<file path="config.mk">
export PLATFORM = sky130hd
export DESIGN_NAME = alu_md_exec_flat
export DESIGN_NICKNAME = d
export VERILOG_FILES = /design/src/rtl/alu_md_if.sv /design/src/rtl/alu_md_exec.sv /design/src/flat_wrapper.sv
export SDC_FILE = /design/constraint.sdc
export NUM_CORES = 2
export LEC_CHECK = 0
export BUFFER_PORTS_ARGS = -buffer_cell sky130_fd_sc_hd__buf_2
export CAP_MARGIN = 25
export CORE_MARGIN = 1.5
export CORE_UTILIZATION = 60
export DETAILED_ROUTE_END_ITERATION = 6
export PLACE_DENSITY = 0.8
export SKIP_CTS_REPAIR_TIMING = 1
export SYNTH_ARGS = -nofsm -noshare
export SYNTH_HDL_FRONTEND = slang
export SYNTH_SLANG_ARGS = --single-unit
</file>
<file path="constraint.sdc">
create_clock -name clk -period 9.2 [get_ports clk]
set_clock_uncertainty 0.15 [all_clocks]
set_input_delay 1.38 -clock clk [delete_from_list [all_inputs] [get_ports clk]]
set_output_delay 1.38 -clock clk [all_outputs]
set_load 0.01 [all_outputs]
</file>
<file path="src/rtl/alu_md_if.sv">
// alu_md_if: EX-stage instruction/result bundle between the pipeline and alu_md_exec
interface alu_md_if #(
  parameter int WIDTH = 32
);
  logic             valid_i;
  logic             flush_i;
  logic [1:0]       aluop;
  logic [5:0]       funct;
  logic [WIDTH-1:0] src_a;
  logic [WIDTH-1:0] src_b;
  logic [WIDTH-1:0] result;
  logic             zero;
  logic             overflow;
  logic             stall_o;
  logic [WIDTH-1:0] hi_o;
  logic [WIDTH-1:0] lo_o;
  modport master (
    output valid_i, flush_i, aluop, funct, src_a, src_b,
    input  result, zero, overflow, stall_o, hi_o, lo_o
  );
  modport slave (
    input  valid_i, flush_i, aluop, funct, src_a, src_b,
    output result, zero, overflow, stall_o, hi_o, lo_o
  );
endinterface

</file>
<file path="src/rtl/alu_md_exec.sv">
// alu_md_exec: MIPS EX unit, single-cycle ALU plus multi-cycle mult/div with HI/LO and stall; ALU_MD_DIV_EARLY_EN enables early divide exit
module alu_md_exec #(
  parameter int WIDTH      = 32,
  parameter int MUL_STAGES = 2
) (
  input  logic   clk,
  input  logic   resetn,
  alu_md_if.slave bus
);
  localparam int CW = $clog2(WIDTH + MUL_STAGES + 1);
  localparam logic [5:0] F_ADD = 6'b100000, F_ADDU = 6'b100001, F_SUB = 6'b100010, F_SUBU = 6'b100011;
  localparam logic [5:0] F_AND = 6'b100100, F_OR = 6'b100101, F_XOR = 6'b100110, F_NOR = 6'b100111;
  localparam logic [5:0] F_SLT = 6'b101010, F_SLTU = 6'b101011;
  localparam logic [5:0] F_MFHI = 6'b010000, F_MTHI = 6'b010001, F_MFLO = 6'b010010, F_MTLO = 6'b010011;
  typedef enum logic [1:0] {IDLE, MUL, DIV, DONE} state_t;
  state_t           state_q, state_d;
  logic [CW-1:0]    cnt_q, cnt_d;
  logic [WIDTH-1:0] hi_q, hi_d, lo_q, lo_d, opa_q, opa_d, opb_q, opb_d, rem_q, rem_d;
  logic             sgn_q, sgn_d, qneg_q, qneg_d, rneg_q, rneg_d;
  logic             is_r, is_mul, is_div, md_signed, accept, stall;
  logic [WIDTH-1:0] a, b, sum, dif, res, abs_a, abs_b, rem_nx, quo_nx, q_fin, r_fin;
  logic [2*WIDTH-1:0] xa, xb, prod;
  logic [WIDTH:0]   sh;
  logic             ge, ovf;
  assign a         = bus.src_a;
  assign b         = bus.src_b;
  assign sum       = a + b;
  assign dif       = a - b;
  assign is_r      = bus.valid_i && bus.aluop == 2'b10;
  assign is_mul    = is_r && bus.funct[5:1] == 5'b01100;
  assign is_div    = is_r && bus.funct[5:1] == 5'b01101;
  assign md_signed = !bus.funct[0];
  assign accept    = state_q == IDLE && !bus.flush_i && (is_mul || is_div);
  assign stall     = resetn && (accept || state_q == MUL || state_q == DIV);
  assign abs_a     = (md_signed && a[WIDTH-1]) ? -a : a;
  assign abs_b     = (md_signed && b[WIDTH-1]) ? -b : b;
  // Product from the latched operands, sign- or zero-extended to full width
  always_comb begin
    xa   = sgn_q ? {{WIDTH{opa_q[WIDTH-1]}}, opa_q} : {{WIDTH{1'b0}}, opa_q};
    xb   = sgn_q ? {{WIDTH{opb_q[WIDTH-1]}}, opb_q} : {{WIDTH{1'b0}}, opb_q};
    prod = xa * xb;
  end
  // One restoring-division step; opa_q shifts the dividend out and the quotient in
  always_comb begin
    sh     = {rem_q, opa_q[WIDTH-1]};
    ge     = sh >= {1'b0, opb_q};
    rem_nx = ge ? sh[WIDTH-1:0] - opb_q : sh[WIDTH-1:0];
    quo_nx = {opa_q[WIDTH-2:0], ge};
    q_fin  = (opb_q == '0) ? '1 : (qneg_q ? -quo_nx : quo_nx);
    r_fin  = rneg_q ? -rem_nx : rem_nx;
  end
  // Single-cycle result mux; idle or invalid slots read as zero
  always_comb begin
    res = '0;
    if (bus.valid_i)
      case (bus.aluop)
        2'b00: res = sum;
        2'b01: res = dif;
        2'b10:
          case (bus.funct)
            F_ADD, F_ADDU: res = sum;
            F_SUB, F_SUBU: res = dif;
            F_AND:  res = a & b;
            F_OR:   res = a | b;
            F_XOR:  res = a ^ b;
            F_NOR:  res = ~(a | b);
            F_SLT:  res = WIDTH'($signed(a) < $signed(b));
            F_SLTU: res = WIDTH'(a < b);
            F_MFHI: res = hi_q;
            F_MFLO: res = lo_q;
            default: res = '0;
          endcase
        default: res = '0;
      endcase
    ovf = is_r && ((bus.funct == F_ADD && a[WIDTH-1] == b[WIDTH-1] && sum[WIDTH-1] != a[WIDTH-1]) ||
                   (bus.funct == F_SUB && a[WIDTH-1] != b[WIDTH-1] && dif[WIDTH-1] != a[WIDTH-1]));
  end
  // Multiply/divide sequencer and HI/LO update; flush aborts without touching HI/LO
  always_comb begin
    state_d = state_q;
    cnt_d   = cnt_q;
    hi_d    = hi_q;
    lo_d    = lo_q;
    opa_d   = opa_q;
    opb_d   = opb_q;
    rem_d   = rem_q;
    sgn_d   = sgn_q;
    qneg_d  = qneg_q;
    rneg_d  = rneg_q;
    if (is_r && !stall && bus.funct == F_MTHI) hi_d = a;
    if (is_r && !stall && bus.funct == F_MTLO) lo_d = a;
    case (state_q)
      IDLE:
        if (accept && is_mul) begin
          opa_d   = a;
          opb_d   = b;
          sgn_d   = md_signed;
          cnt_d   = CW'(MUL_STAGES - 1);
          state_d = MUL;
        end else if (accept) begin
          opa_d   = abs_a;
          opb_d   = abs_b;
          rem_d   = '0;
          qneg_d  = md_signed && (a[WIDTH-1] ^ b[WIDTH-1]);
          rneg_d  = md_signed && a[WIDTH-1];
          cnt_d   = CW'(WIDTH - 1);
          state_d = DIV;
`ifdef ALU_MD_DIV_EARLY_EN
          if (abs_b == '0 || abs_a < abs_b) begin
            hi_d    = a;
            lo_d    = (abs_b == '0) ? '1 : '0;
            state_d = DONE;
          end
`else
`endif
        end
      MUL: begin
        cnt_d = cnt_q - 1'b1;
        if (bus.flush_i) state_d = IDLE;
        else if (cnt_q == '0) begin
          hi_d    = prod[2*WIDTH-1:WIDTH];
          lo_d    = prod[WIDTH-1:0];
          state_d = DONE;
        end
      end
      DIV: begin
        cnt_d = cnt_q - 1'b1;
        opa_d = quo_nx;
        rem_d = rem_nx;
        if (bus.flush_i) state_d = IDLE;
        else if (cnt_q == '0) begin
          hi_d    = r_fin;
          lo_d    = q_fin;
          state_d = DONE;
        end
      end
      default: state_d = IDLE;
    endcase
  end
  // State and datapath registers, cleared asynchronously
  always_ff @(posedge clk or negedge resetn)
    if (!resetn) begin
      state_q <= IDLE;
      cnt_q   <= '0;
      hi_q    <= '0;
      lo_q    <= '0;
      opa_q   <= '0;
      opb_q   <= '0;
      rem_q   <= '0;
      sgn_q   <= 1'b0;
      qneg_q  <= 1'b0;
      rneg_q  <= 1'b0;
    end else begin
      state_q <= state_d;
      cnt_q   <= cnt_d;
      hi_q    <= hi_d;
      lo_q    <= lo_d;
      opa_q   <= opa_d;
      opb_q   <= opb_d;
      rem_q   <= rem_d;
      sgn_q   <= sgn_d;
      qneg_q  <= qneg_d;
      rneg_q  <= rneg_d;
    end
  assign bus.result   = res;
  assign bus.zero     = res == '0;
  assign bus.overflow = ovf;
  assign bus.stall_o  = stall;
  assign bus.hi_o     = hi_q;
  assign bus.lo_o     = lo_q;
endmodule

</file>
<file path="src/flat_wrapper.sv">
// flat-port wrapper written by rule: the top's interface ports become plain ports
module alu_md_exec_flat 
#(
  parameter int WIDTH      = 32,
  parameter int MUL_STAGES = 2
)
  (clk, resetn, bus_valid_i, bus_flush_i, bus_aluop, bus_funct, bus_src_a, bus_src_b, bus_result, bus_zero, bus_overflow, bus_stall_o, bus_hi_o, bus_lo_o);
  alu_md_if #(.WIDTH(WIDTH)) bus_i ();
  input  logic clk;
  input  logic resetn;
  input wire logic [$bits(bus_i.valid_i)-1:0] bus_valid_i;
  input wire logic [$bits(bus_i.flush_i)-1:0] bus_flush_i;
  input wire logic [$bits(bus_i.aluop)-1:0] bus_aluop;
  input wire logic [$bits(bus_i.funct)-1:0] bus_funct;
  input wire logic [$bits(bus_i.src_a)-1:0] bus_src_a;
  input wire logic [$bits(bus_i.src_b)-1:0] bus_src_b;
  output wire logic [$bits(bus_i.result)-1:0] bus_result;
  output wire logic [$bits(bus_i.zero)-1:0] bus_zero;
  output wire logic [$bits(bus_i.overflow)-1:0] bus_overflow;
  output wire logic [$bits(bus_i.stall_o)-1:0] bus_stall_o;
  output wire logic [$bits(bus_i.hi_o)-1:0] bus_hi_o;
  output wire logic [$bits(bus_i.lo_o)-1:0] bus_lo_o;
  assign bus_i.valid_i = bus_valid_i;
  assign bus_i.flush_i = bus_flush_i;
  assign bus_i.aluop = bus_aluop;
  assign bus_i.funct = bus_funct;
  assign bus_i.src_a = bus_src_a;
  assign bus_i.src_b = bus_src_b;
  assign bus_result = bus_i.result;
  assign bus_zero = bus_i.zero;
  assign bus_overflow = bus_i.overflow;
  assign bus_stall_o = bus_i.stall_o;
  assign bus_hi_o = bus_i.hi_o;
  assign bus_lo_o = bus_i.lo_o;
  alu_md_exec #(.WIDTH(WIDTH), .MUL_STAGES(MUL_STAGES)) u_core (.clk(clk), .resetn(resetn), .bus(bus_i));
endmodule
</file>
==> flow_summary_export.csv <==
group,metric,value,unit
grt,grt_max_degree,76,
synth,postSynth.asyncResetShare,100,%
clock_tree,clock-sinks,171,
clock_tree,htree_levels,4,
timing,finalCriticalPeriod,9.40,ns
worst_setup_path,crit_required,9.46,ns
final_layout,drive_gt1_share,13.5,%
worst_setup_path,critPathMaxStageDelay,0.56,ns
place,dp_cells,9558,
worst_setup_path,cp-start-kind,"register",
synth,synth_warnings,0,
place,io_buffers,174,
floorplan,io_pins,175,
grt,grtUsageTotal,43.2,%
run,maxCapViolCount,0,
timing,timing.final.crit_share,102,%
floorplan,fp-row-count,122,
drt,drtIter0Drc,6824,
synth,synth_enable_flop_cells,0,
synth,synth.cell_area,67200,um^2
final_layout,fin_nets,10100,
synth,yosysTopAreaCell,"fa_1",
final_layout,finalInstanceArea,75200,um^2
worst_setup_path,crit_top_cell,"fa_1",
timing,max_slew_margin,26.0,%
clock_tree,cts_tree,"done",
drt,ant_nets,0,
synth,synth-seq-area-share,6.37,%
worst_setup_path,end_kind,"register",
drt,viasPerCell,6.14,
timing,final-setup-viol-count,16,
drt,num_vias,59200,
synth,synth_area_leaders,"fa_1, inv_1, ha_1",
timing,final_hold_viol_count,0,
outcome,status,"finished with violations",
timing,clock.fmax,106,MHz
floorplan,die_w,338,um
synth,netlist.area_leader.share,42.3,%
worst_setup_path,slowest_stage,"fa_1",
grt,grt_pass1_vias,61400,
power_and_ir_drop,p_sw,8.60,mW
worst_setup_path,cp_num_buf_inv,10,
power_and_ir_drop,powerDensity,196,nW/um^2
power_and_ir_drop,ir_worst_vdd,0.197,mV
timing,slew_viol_final,0,
synth,synth-seq-cells,171,
final_layout,fin_cells,9652,
grt,antenna_found_initial,25,
power_and_ir_drop,p_sw_share,58.4,%
worst_setup_path,crit_family,"adder cells",
grt,globalRouteOverflowTotal,0,
timing,rsz0062_at_grt,"true",
clock_tree,clk_path_buf_depth,2,
synth,yosysMostFrequentCell,"inv_1",
drt,wl,243,mm
drt,dr.pass1.iters,7,
synth,ys.flop_type,"dfrtp_1",
synth,yosys-top-cells-count,"inv_1, fa_1, nand2_1",
clock_tree,cts_made_buffers,17,
floorplan,core_area,111000,um^2
synth,syn-instance-count,7761,
clock_tree,clkTransAtPathRegs,0.08,ns
floorplan,initial_core_util,60.7,%
place,place_congestion,1.08,
final_layout,area_delta_synth_final,11.9,%
floorplan,die_y,338,um
worst_setup_path,arrival,9.66,ns
power_and_ir_drop,seqPwrFrac,7.6,%
drt,wl_per_cell,25.2,um
power_and_ir_drop,p_leak,38.2,nW
worst_setup_path,crit_type,"reg -> reg",
place,postPlaceCellArea,73100,um^2
synth,synth_cell_types,101,
clock_tree,clk-insertion-delay-late,0.51,ns
power_and_ir_drop,clockPowerShare,5.2,%
floorplan,dieArea,114000,um^2
power_and_ir_drop,pwr-share-comb,87.1,%
timing,worstMarginPinSlew,1.10,ns
clock_tree,cts_root_buf,"clkbuf_16",
power_and_ir_drop,intPower,6.13,mW
outcome,violations,"design-rule violations, negative setup slack",
synth,synth_nets,9705,
worst_setup_path,path_max_fanout,4,
drt,route.detailed.drc,2,
timing,setup_ws,-0.197,ns
worst_hold_path,hold_class,"reg -> reg",
grt,grt_pass1_wl,367,mm
place,dp_hpwl,202,mm
synth,synth_area_per_cell,8.66,um^2
through the flow:
| stage | worst slack [ns] | util, % | setup TNS (ns) | power, mW | hold WS, ns |
|---|---|---|---|---|---|
| finish | -0.197 | 67.9 | -1.12 | 14.7 | 0.382 |
| detailed placement | -0.525 | 66.0 | -6.89 | 12.8 | 0.364 |
| CTS | -0.563 | 66.5 | -8.11 | 13.7 | 0.385 |
| global route | -0.373 | 67.9 | -5.85 | 15.6 | 0.422 |
| global placement | -0.456 | 66.0 | -4.99 | 12.6 | 0.353 |
| floorplan | 0.0149 | - | 0 | 8.07 | 0.319 |
final timing paths:
kind	startpoint	endpoint	slack [ns]	depth (start not counted)
min in group asynchronous	resetn	u_core.bus.lo_o[5]	0.79	1
max	u_core.opb_q[4]	u_core.bus.hi_o[9]	-0.20	33
min reg2reg	u_core.rem_q[16]	u_core.rem_q[16]	0.38	2
max in group asynchronous	resetn	u_core.opb_q[9]	6.62	2
min	u_core.rem_q[16]	u_core.rem_q[16]	0.38	2
max reg2reg	u_core.opb_q[4]	u_core.bus.hi_o[9]	-0.20	33
cells in the final DEF (no fill, tap or decap), drive strengths merged, types with 46 or more instances in the layout:
cell       n
mux2i     47
inv     1696
dfrtp    171
xor2      79
fa      1422
nor2     295
xnor2    199
a21oi    279
and2     556
nor3      65
ha       446
a31oi     46
o21ai    368
a21o      58
nand2    811
nand3     56
a211oi    52
buf      804
worst register-to-register path: cells and delay by family (launching register included):
kind,cells,cell delay (ns)
AOI/OAI and AO/OA,8,1.50
xor gates and xnor gates,1,0.27
adders and majority gates,11,5.08
buffers and inverters,10,1.12
DFF,1,0.43
and+or+nand+nor,3,0.75
sequential cells by signal, summed over array words and instances (netlist names), 2 cells and up:
register and count:
u_core.rem_q 32, u_core.opa_q 32, u_core.bus.lo_o 32, u_core.state_q 2, u_core.bus.hi_o 32, u_core.cnt_q 6
u_core.opb_q 32
metal layers:
layer | track usage [%] | vias up | share of wire [%]
met3 | 13.2 | 809 | 13
met5 | 0.681 | - | 0.10
li1 | - | 24800 | -
met1 | 58.0 | 29700 | 37
met2 | 64.5 | 3943 | 44
met4 | 19.5 | 26 | 5.9
layout make-up:
type,count,area [um^2]
diodes,10,25.0
inverters,1693,6370
multi-input cells,5449,55800
fillers,8709,35600
clock buffers,17,425
well taps,1488,1860
clock inverters,14,154
flip-flops and latches,171,4300
repair buffers,810,6350
logic make-up (layout without fill, tap and decap cells):
kind of cell    after synthesis  after routing  synth area share [%]
compound gates             1223           1223                  11.8
xor+xnor                    278            278                  3.62
fa+ha+maj                  1871           1871                  50.7
buf+inv                    2141           2534                  12.0
flops                       171            171                  6.37
mux                          50             50                 0.750
other cells                   0             10                     0
simple gates               2027           2027                  14.7
power groups by stage:
stage | Clock [mW] | Combinational (mW) | Sequential, mW
detailed placement | 0 | 11.7 | 1.11
CTS | 0.765 | 11.8 | 1.10
floorplan | 0 | 7.09 | 0.978
global route | 0.790 | 13.7 | 1.13
finish | 0.772 | 12.8 | 1.12
global placement | 0 | 11.5 | 1.11
No activity file was read; power rests on OpenSTA's default activity.
